[src/rtl/irq_ctrl.sv]
// Interrupt controller: rising-edge capture, pending hold and single-winner dispatch to fetch.
// Optional macro IRQ_ROUND_ROBIN_EN selects a rotating-pointer arbiter instead of fixed priority.
module irq_ctrl #(
    parameter int NUM_SRC = 2,
    parameter int DATA_W  = 32
) (
    input  logic                      clk,
    input  logic                      rst,
    input  logic [NUM_SRC-1:0]        irq_req,
    input  logic [NUM_SRC*DATA_W-1:0] irq_data,
    input  logic [NUM_SRC-1:0]        irq_mask,
    input  logic                      mem_busy,
    input  logic                      ret,
    output logic                      interrupt,
    output logic [2:0]                irq_id,
    output logic [DATA_W-1:0]         source_data,
    output logic                      in_service,
    output logic [NUM_SRC-1:0]        pending
);

    typedef enum logic [1:0] {
        S_IDLE,
        S_FIRE,
        S_SERVICE
    } state_t;

    state_t             state_q, state_d;
    logic [NUM_SRC-1:0] req_q;
    logic               cap_en_q;
    logic [NUM_SRC-1:0] rise;
    logic [NUM_SRC-1:0] elig;
    logic [NUM_SRC-1:0] clr;
    logic [2:0]         win_idx;
    logic               dispatch;
    logic [2:0]         start_idx;

    // First index with e set, searching upward from start and wrapping.
    function automatic logic [2:0] pick(input logic [NUM_SRC-1:0] e, input logic [2:0] start);
        logic [2:0] w;
        logic       hit;
        int         idx;
        w   = 3'd0;
        hit = 1'b0;
        for (int k = 0; k < NUM_SRC; k++) begin
            idx = int'(start) + k;
            if (idx >= NUM_SRC) idx = idx - NUM_SRC;
            if (!hit && e[idx]) begin
                hit = 1'b1;
                w   = 3'(idx);
            end
        end
        return w;
    endfunction

    // Captures are suppressed on the first edge after reset so a level already
    // high when reset releases is recorded in req_q but never seen as an edge.
    assign rise = irq_req & ~req_q & {NUM_SRC{cap_en_q}};
    assign elig = pending & ~irq_mask;

`ifdef IRQ_ROUND_ROBIN_EN
    logic [2:0] ptr_q;

    assign start_idx = ptr_q;

    always_ff @(posedge clk or posedge rst) begin
        if (rst) begin
            ptr_q <= 3'd0;
        end else if (dispatch) begin
            ptr_q <= (int'(win_idx) == NUM_SRC - 1) ? 3'd0 : win_idx + 3'd1;
        end
    end
`else
    assign start_idx = 3'd0;
`endif

    assign win_idx  = pick(elig, start_idx);
    assign dispatch = (state_q == S_IDLE) && (|elig) && !mem_busy;
    assign clr      = dispatch ? ({{(NUM_SRC-1){1'b0}}, 1'b1} << win_idx) : '0;

    // NOTE: every signal driven in always_comb gets a default first, so no path leaves it unassigned and no latch is inferred.
    always_comb begin
        state_d = state_q;
        case (state_q)
            S_IDLE:    if (dispatch) state_d = S_FIRE;
            S_FIRE:    state_d = S_SERVICE;
            S_SERVICE: if (ret) state_d = S_IDLE;
            default:   state_d = S_IDLE;
        endcase
    end

    // NOTE: sequential state uses non-blocking assignments so every flop samples pre-edge values regardless of statement order.
    always_ff @(posedge clk or posedge rst) begin
        if (rst) begin
            state_q     <= S_IDLE;
            req_q       <= '0;
            cap_en_q    <= 1'b0;
            pending     <= '0;
            interrupt   <= 1'b0;
            in_service  <= 1'b0;
            irq_id      <= 3'd0;
            source_data <= '0;
        end else begin
            state_q    <= state_d;
            req_q      <= irq_req;
            cap_en_q   <= 1'b1;
            // A new edge on the winner in its dispatch cycle survives the clear.
            pending    <= (pending & ~clr) | rise;
            interrupt  <= (state_d == S_FIRE);
            in_service <= (state_d != S_IDLE);
            if (dispatch) begin
                irq_id      <= win_idx;
                source_data <= irq_data[win_idx*DATA_W +: DATA_W];
            end
        end
    end

endmodule
[config.mk]
export PLATFORM = sky130hd
export DESIGN_NAME = irq_ctrl
export DESIGN_NICKNAME = d
export VERILOG_FILES = /design/src/rtl/irq_ctrl.sv
export SDC_FILE = /design/constraint.sdc
export NUM_CORES = 1
export LEC_CHECK = 0
export BUFFER_PORTS_ARGS = -buffer_cell sky130_fd_sc_hd__buf_2
export CORE_UTILIZATION = 38
export CTS_CLUSTER_DIAMETER = 100
export DETAILED_ROUTE_END_ITERATION = 7
export PLACE_DENSITY = 0.85
export SLEW_MARGIN = 20
export SYNTH_ARGS = -nofsm -noshare
export SYNTH_HDL_FRONTEND = slang
export SYNTH_SLANG_ARGS = --single-unit
[constraint.sdc]
create_clock -name clk -period 1.5 [get_ports clk]
set_input_delay 0.15 -clock clk [delete_from_list [all_inputs] [get_ports clk]]
set_output_delay 0.15 -clock clk [all_outputs]
set_load 0.02 [all_outputs]
### Word level (Yosys, flattened, before mapping)

Cells that the tools add are included.
Widths: inputs -> output; s select.

| word-level totals | value |
|---|---|
| register bits | 44 |
| output and inout bits | 39 |
| logic and storage cells | 35 |

| cells by class | value |
|---|---|
| eq/ne operators | 3 |
| shift-type cells | 2 |
| muxes and demuxes | 6 |
| bitwise gates (word level) | 8 |
| reductions and logical operators | 8 |

Operators by type and width:

| kind | count |
|---|---|
| $shiftx 64x7->32 | 1 |
| $and 2x2->2 | 4 |
| $mux 2 | 3 |
| $not 2->2 | 3 |
| $pmux 2 s3 | 1 |
| $eq 2x1->1 const B | 2 |
| $logic_and 1x1->1 | 3 |
| $eq 2x2->1 const B | 1 |
| $logic_not 1->1 | 2 |
| $logic_not 2->1 | 1 |
| $mux 1 | 2 |
| $or 2x2->2 | 1 |
| $reduce_bool 2->1 | 1 |
| $reduce_or 2->1 | 1 |
| $shl 1x1->2 const A | 1 |

### Depth between registers and ports, before layout

Gate-level depths: netlist of run 1.

| logic depth | value |
|---|---|
| depth in word-level cells | 11 |
| mapped depth | 6 |
| depth with buffers taken out | 3 |

### Worst setup path before layout of run 1

No wires, ideal clock.

| timing | value |
|---|---|
| path kind | register -> register |
| from | register pending[0] |
| to | register source_data[0] |
| data arrival time | 1439 ps |
| slack | -65 ps |
| stages on the path, launching flop included | 7 |
| path buffers | 3 |
| clock period less this slack | 1565 ps |
| cells stage by stage | dfrtp_1 -> nor2b_2 -> buf_4 -> and3b_1 -> buf_6 -> buf_6 -> a221o_1 |

| between the ends | value |
|---|---|
| longest elaborated chain between the ends | 6 |
| elaborated cells between the ends (all ways) | 9 |
| classes of those cells | shift (1); mux (2); bitwise (1); reduce/logical (5) |

RTL lines:

| element | line | text |
|---|---|---|
| from (decl) | 18 | `output logic [NUM_SRC-1:0] pending` |
| from (signal assigned) | 107 | `pending <= (pending & ~clr) \| rise;` |
| $and 2x2->2 (*) | 58 | `assign elig = pending & ~irq_mask;` |
| $mux 1 | 47 | `if (!hit && e[idx]) begin` |
| $logic_not 1->1 | 47 |  |
| $logic_and 1x1->1 | 47 |  |
| $mux 1 | 47 |  |
| $shiftx 64x7->32 | 112 | `source_data <= irq_data[win_idx*DATA_W +: DATA_W];` |
| to (signal assigned) | 112 |  |
| to (decl) | 16 | `output logic [DATA_W-1:0] source_data,` |

Mark *: on every way between the ends. The rest lies on a longest branch, timed or not.
A chain may end at the register's enable or synchronous reset.

### Worst setup path after layout of run 1

| timing | value |
|---|---|
| from | register state_q[1] |
| to | register source_data[15] |

| between the ends | value |
|---|---|
| longest elaborated chain between the ends | 3 |

RTL lines:

| element | line | text |
|---|---|---|
| from (decl) | 27 | `state_t state_q, state_d;` |
| from (signal assigned) | 103 | `state_q <= state_d;` |
| $logic_not 2->1 | 77 | `assign dispatch = (state_q == S_IDLE) && (\|elig) && !mem_busy;` |
| $logic_and 1x1->1 (2 in a row) | 77 |  |

No other way between the ends.

==> results.sh, run 1 <==
export IMPL_rsz0062_at_grt="false"
export IMPL_die_area_um2=5110
export IMPL_layout_area_overhead_vs_synth_pct=37.2
export IMPL_clk_pin_slew_ns=0.07
export IMPL_cp_start_kind="register"
export IMPL_cts_sinks=42
export IMPL_start_util_pct=40.7
export IMPL_overflow=0
export IMPL_tritoncts="built"
export IMPL_postCtsSetupBuffers=0
export IMPL_syn_area_um2=1830
export IMPL_timing_rr_start="state_q[1]"
export IMPL_synth_simple_area_share_pct=14.5
export IMPL_grt_antenna_before_repair=0
export IMPL_num_vias=1590
export IMPL_synth_xor_area_share_pct=0
export IMPL_ys_types=24
export IMPL_violations="negative hold slack"
export IMPL_synth_compound_area_share_pct=19.4
export IMPL_rows=24
export IMPL_ys_top_cells_by_area="dfrtp_1 (57%), a221o_1 (17%), and3_1 (11%), buf_6 (4.3%), buf_4 (1.2%)"
export IMPL_switching_share_pct=38.7
export IMPL_p_comb_share_pct=46.3
export IMPL_powerDensity_nw_per_um2=1880
export IMPL_worstMarginPinSlew_ns=0.517
export IMPL_min_period_over_period_pct=96.6
export IMPL_max_freq_mhz=690
export IMPL_cp_max_fo=35
export IMPL_grt_usage_pct=17.9
export IMPL_p_int_mw=2.90
export IMPL_portBuffers=108
export IMPL_cp_end_kind="register"
export IMPL_rr_endpoint="source_data[15]"
export IMPL_relSlewSlack_pct=65.5
export IMPL_cpMaxStageDelayCell="dfrtp_1"
export IMPL_skew_ns=0.00300
export IMPL_p_total_mw=4.73
export IMPL_drt_iter0_drc=74
export IMPL_syn_inst=143
export IMPL_seq_area_um2=1050
export IMPL_drtPass1Iterations=4
export IMPL_cts_buffer_depth=2
export IMPL_multi_input_area_um2=648
export IMPL_yosysTopAreaCell="dfrtp_1"
export IMPL_clk_latency_ns=0.28
export IMPL_dp_hpwl_um=3100
export IMPL_postRouteAntennaNets=0
export IMPL_ios=111
export IMPL_grt_pass1_vias=1585
export IMPL_gp_congestion=0.689
export IMPL_synth_seq_cells=42
export IMPL_fillers=393
export IMPL_synth_mux_area_share_pct=0.614
export IMPL_final_core_util_pct=55.8
export IMPL_clockPowerShare_pct=13.8
export IMPL_ir_worst_vdd_mv=0.802
export IMPL_htree_levels=2
export IMPL_finalSetupViolations=0
export IMPL_wirelength_um=4280
export IMPL_grt_pass1_wl_um=7140
export IMPL_r2r_slack_ns=0.05
export IMPL_whs_ns=-0.00740
export IMPL_yosysWarnings=0
export IMPL_final_nets=325
export IMPL_seqPwrFrac_pct=39.9
export IMPL_finalHoldViolCount=41
export IMPL_path_cells="nor3_4 -> o21ai_2 -> buf_12 -> a221o_1"
export IMPL_worstHoldPathType="primary input to asynchronous set/reset pin"
export IMPL_synth_adder_area_share_pct=0
export IMPL_crit_type="register to register"
export IMPL_cts_made_buffers=5
export IMPL_status="finished with violations"
export IMPL_antenna_cells=0
export IMPL_post_drt_wl_per_cell_um=14.0
export IMPL_maxCapViolations=0
export IMPL_slew_violations=0
export IMPL_grt_max_degree=43
export IMPL_fin_setup_tns_ns=0
export IMPL_drive_gt1_share_pct=50.6
export IMPL_core_um2=4500
export IMPL_cts_root_buffer="clkbuf_8"
export IMPL_drc=0
export IMPL_synth_seq_area_share_pct=57.3
export IMPL_avgSynthCellArea_um2=12.8
export IMPL_cp_arrival_ns=1.61
export IMPL_synth_top_area_share_pct=57.3
export IMPL_required_ns=1.66
export IMPL_die_y_um=71.5
export IMPL_viasPerCell=5.21
export IMPL_synth_top_family_by_area="compound AO/OA/AOI/OAI gates"
export IMPL_die_w_um=71.5
export IMPL_r2r_cells=4
export IMPL_p_leak_nw=1.43
export IMPL_final_min_clock_period_ns=1.45
export IMPL_slowest_delay_ns=0.43
export IMPL_switchingPower_mw=1.83
-- final cells by class --
class / count / area share, %
Clock buffer: 7 / 3.03
Tap cell: 52 / 2.59
Sequential cell: 42 / 41.8
Inverter: 4 / 0.597
Multi-Input combinational cell: 82 / 25.8
Timing Repair Buffer: 118 / 26.2
-- per-stage QoR --
step	setup slack (ns)	instance area, µm²	instances
after detailed placement	0.0519	2420	296
after global routing	0.00811	2510	305
after CTS	0.0404	2510	305
after floorplan	0.00168	1850	144
final	0.0515	2510	305
after global placement	0.0911	2420	296
-- per-layer routing --
metal,track usage (%),wire (µm),vias up
met4,5.23,12,0
met2,32.9,2120,73
met3,4.08,270,2
met1,21.0,1880,752
li1,-,-,763
met5,0,0,-
-- power groups by stage --
stage	Clock, mW	Sequential [mW]	Combinational, mW
finish	0.654	1.89	2.19
global route	0.751	1.94	2.36
CTS	0.689	1.88	2.21
detailed placement	0	1.89	2.22
global placement	0	1.89	2.17
floorplan	0	2.46	0.900
-- critical path, delay by kind of cell, from the launching register on --
family	cells	cell delay [ns]
buf+inv	1	0.17
compound gates	2	0.47
simple gates	1	0.23
flops	1	0.43
-- layout by cell type (no fill, tap or decap), types with 2 or more instances in the layout --
cell type,count
buf_4,5
conb_1,3
clkbuf_8,5
dfrtp_1,41
and3_1,32
clkbuf_1,2
buf_2,108
a221o_1,32
dlygate4sd3_1,2
nand2_1,2
buf_12,3
inv_2,2
-- registers in the layout, indices dropped and copies added (netlist names) --
name	flops
source_data	32
pending	2
req_q	2
state_q	2
cap_en_q	1
in_service	1
interrupt	1
irq_id	1
-- cell families after synthesis --
logic type,Yosys count
and+or+nand+nor,41
AOI/OAI and AO/OA,37
DFF,42
buffers and inverters,20
other,2
muxes,1
-- worst max path at each step --
stage / depth (start not counted) / end / start
finish: 4 / source_data[15] / state_q[1]
floorplan: 6 / source_data[0] / pending[0]
CTS: 4 / source_data[15] / state_q[0]
detailed placement: 4 / source_data[15] / state_q[0]
global route: 4 / source_data[11] / state_q[1]
global placement: 4 / source_data[15] / state_q[0]
-- Yosys cell counts --
cell type	instances
nor3_4	1
inv_2	2
nand2b_1	1
nand3b_1	1
nor2b_1	1
o21ai_0	1
buf_6	7
and3b_1	1
nor2_1	1
o21ai_1	1
nor2b_2	1
dfrtp_1	42
and3_1	32
a21o_1	1
a221o_1	32
clkbuf_1	3
inv_1	2
conb_1	2
o21ai_2	1
nand2_1	2
mux2_2	1
buf_2	3
buf_4	3
o41ai_1	1
-- timing repair --
item                                    in CTS  in global routing
endpoints found under the hold margin        2                  0
gates resized for setup                      0                  0
endpoints found under the setup margin       0                 10
hold buffers                                 2                  0
(Power assumes the default switching activity.)
==> run 2: changes to the inputs <==
CORE_MARGIN = 2   (was default)
==> results.sh, run 2 (same netlist as run 1, synthesis figures left out) <==
export IMPL_hold_path_end="source_data[23]"
export IMPL_r2r_slack_ns=0.05
export IMPL_final_common_cell="buf_2"
export IMPL_core_um2=4690
export IMPL_final_min_clock_period_ns=1.45
export IMPL_cp_max_fo=9
export IMPL_grt_pass1_wl_um=7360
export IMPL_slew_violations=0
export IMPL_drt_iter0_drc=61
export IMPL_dp_hpwl_um=3520
export IMPL_max_freq_mhz=691
export IMPL_layout_area_overhead_vs_synth_pct=39.0
export IMPL_powerDensity_nw_per_um2=1900
export IMPL_drive_gt1_share_pct=51.7
export IMPL_cp_arrival_ns=1.62
export IMPL_whs_ns=0.0838
export IMPL_place_area_um2=2420
export IMPL_overflow=0
export IMPL_ir_worst_vdd_mv=0.845
export IMPL_fin_area_um2=2550
export IMPL_drtPass1Iterations=4
export IMPL_setup_slack_ns=0.0528
export IMPL_worstHoldPathType="primary input to register"
export IMPL_num_vias=1640
export IMPL_drc=0
export IMPL_final_nets=330
export IMPL_finalHoldViolCount=0
export IMPL_cts_root_buffer="clkbuf_8"
export IMPL_clk_latency_ns=0.29
export IMPL_portBuffers=108
export IMPL_worstMarginPinSlew_ns=0.520
export IMPL_place_ws_ns=0.0566
export IMPL_ios=111
export IMPL_timing_rr_start="state_q[1]"
export IMPL_cts_resized=0
export IMPL_start_util_pct=39.1
export IMPL_grt_pass1_vias=1717
export IMPL_cts_sinks=42
export IMPL_status="completed"
export IMPL_die_area_um2=5390
export IMPL_gp_congestion=0.757
export IMPL_min_period_over_period_pct=96.5
export IMPL_rows=25
export IMPL_cp_start_kind="register"
export IMPL_maxCapViolations=0
export IMPL_die_y_um=73.5
export IMPL_htree_levels=2
export IMPL_post_drt_wl_per_cell_um=15.1
export IMPL_hold_start="irq_data[55]"
export IMPL_cp_end_kind="register"
export IMPL_cts_buffer_depth=2
export IMPL_required_ns=1.67
export IMPL_antenna_cells=0
export IMPL_skew_ns=0.00498
export IMPL_r2r_cells=4
export IMPL_rr_endpoint="source_data[24]"
export IMPL_min_path_cells=2
export IMPL_largest_register="source_data"
export IMPL_fin_setup_tns_ns=0
export IMPL_p_total_mw=4.84
export IMPL_grt_usage_pct=17.6
export IMPL_tritoncts="built"
export IMPL_clk_pin_slew_ns=0.08
export IMPL_wirelength_um=4730
export IMPL_viasPerCell=5.24
export IMPL_grt_max_degree=43
export IMPL_crit_type="register to register"
export IMPL_final_cell_mix="buf_2 (108), dfrtp_1 (41), and3_1 (32), a221o_1 (32), buf_4 (11)"
export IMPL_grt_antenna_before_repair=0
export IMPL_die_w_um=73.5
export IMPL_relSlewSlack_pct=65.3
export IMPL_finalSetupViolations=0
export IMPL_largest_reg_flops=32
export IMPL_cts_made_buffers=5
export IMPL_postRouteAntennaNets=0
export IMPL_p_leak_nw=1.46
-- run 2: cell count changes in the layout (fill, tap and decap cells not counted), sizes merged --
cell / change
dlygate4sd3: +1
clkinv: +1
buf: +4
-- run 2: cell type report --
class                      count  area [µm²]
fill                         432        2140
sequential                    42        1050
timing repair buffer         123         673
multi-input combinational     82         648
clock buffer                   7        86.3
tap                           54        67.6
inverter                       4        15.0
clock inverter                 1        5.00
-- run 2: repair_timing --
action | CTS | global route
endpoints found under the hold margin | 3 | 0
hold buffers | 3 | 0
buffers inserted | 0 | 1
setup endpoints to repair | 0 | 14
-- run 2: worst max path at each step --
stage / slack (ns) / start / to
3_5_place_dp: 0.06 / state_q[0] / source_data[1]
6_report: 0.05 / state_q[1] / source_data[24]
5_1_grt: -0.009 / state_q[1] / source_data[19]
2_1_floorplan: 0.002 / pending[0] / source_data[0]
4_1_cts: 0.05 / state_q[0] / source_data[14]
3_3_place_gp: 0.11 / state_q[0] / source_data[6]
-- run 2: critical path, cell delays in order (launching register included) --
cell and delay [ns]:
dfrtp_1 0.42, nor3_4 0.25, o21ai_2 0.12, buf_4 0.18
a221o_1 0.35
-- run 2: layer usage --
metal,global-route usage (%),routed length [µm]
met5,0,0
met3,5.90,435
met4,4.85,40
met1,19.5,1810
met2,31.7,2440
-- run 2: where the power goes --
group | internal [mW] | switching (mW)
clock network | 0.371 | 0.369
registers | 1.62 | 0.280
logic | 0.976 | 1.23
total | 2.96 | 1.88
-- run 2: stage by stage --
stage / util (%) / std cells
after floorplan: - / 144
after global placement: 51.5 / 301
after detailed placement: 51.5 / 301
after CTS: 54.1 / 312
after global routing: 54.3 / 313
final: 54.3 / 313
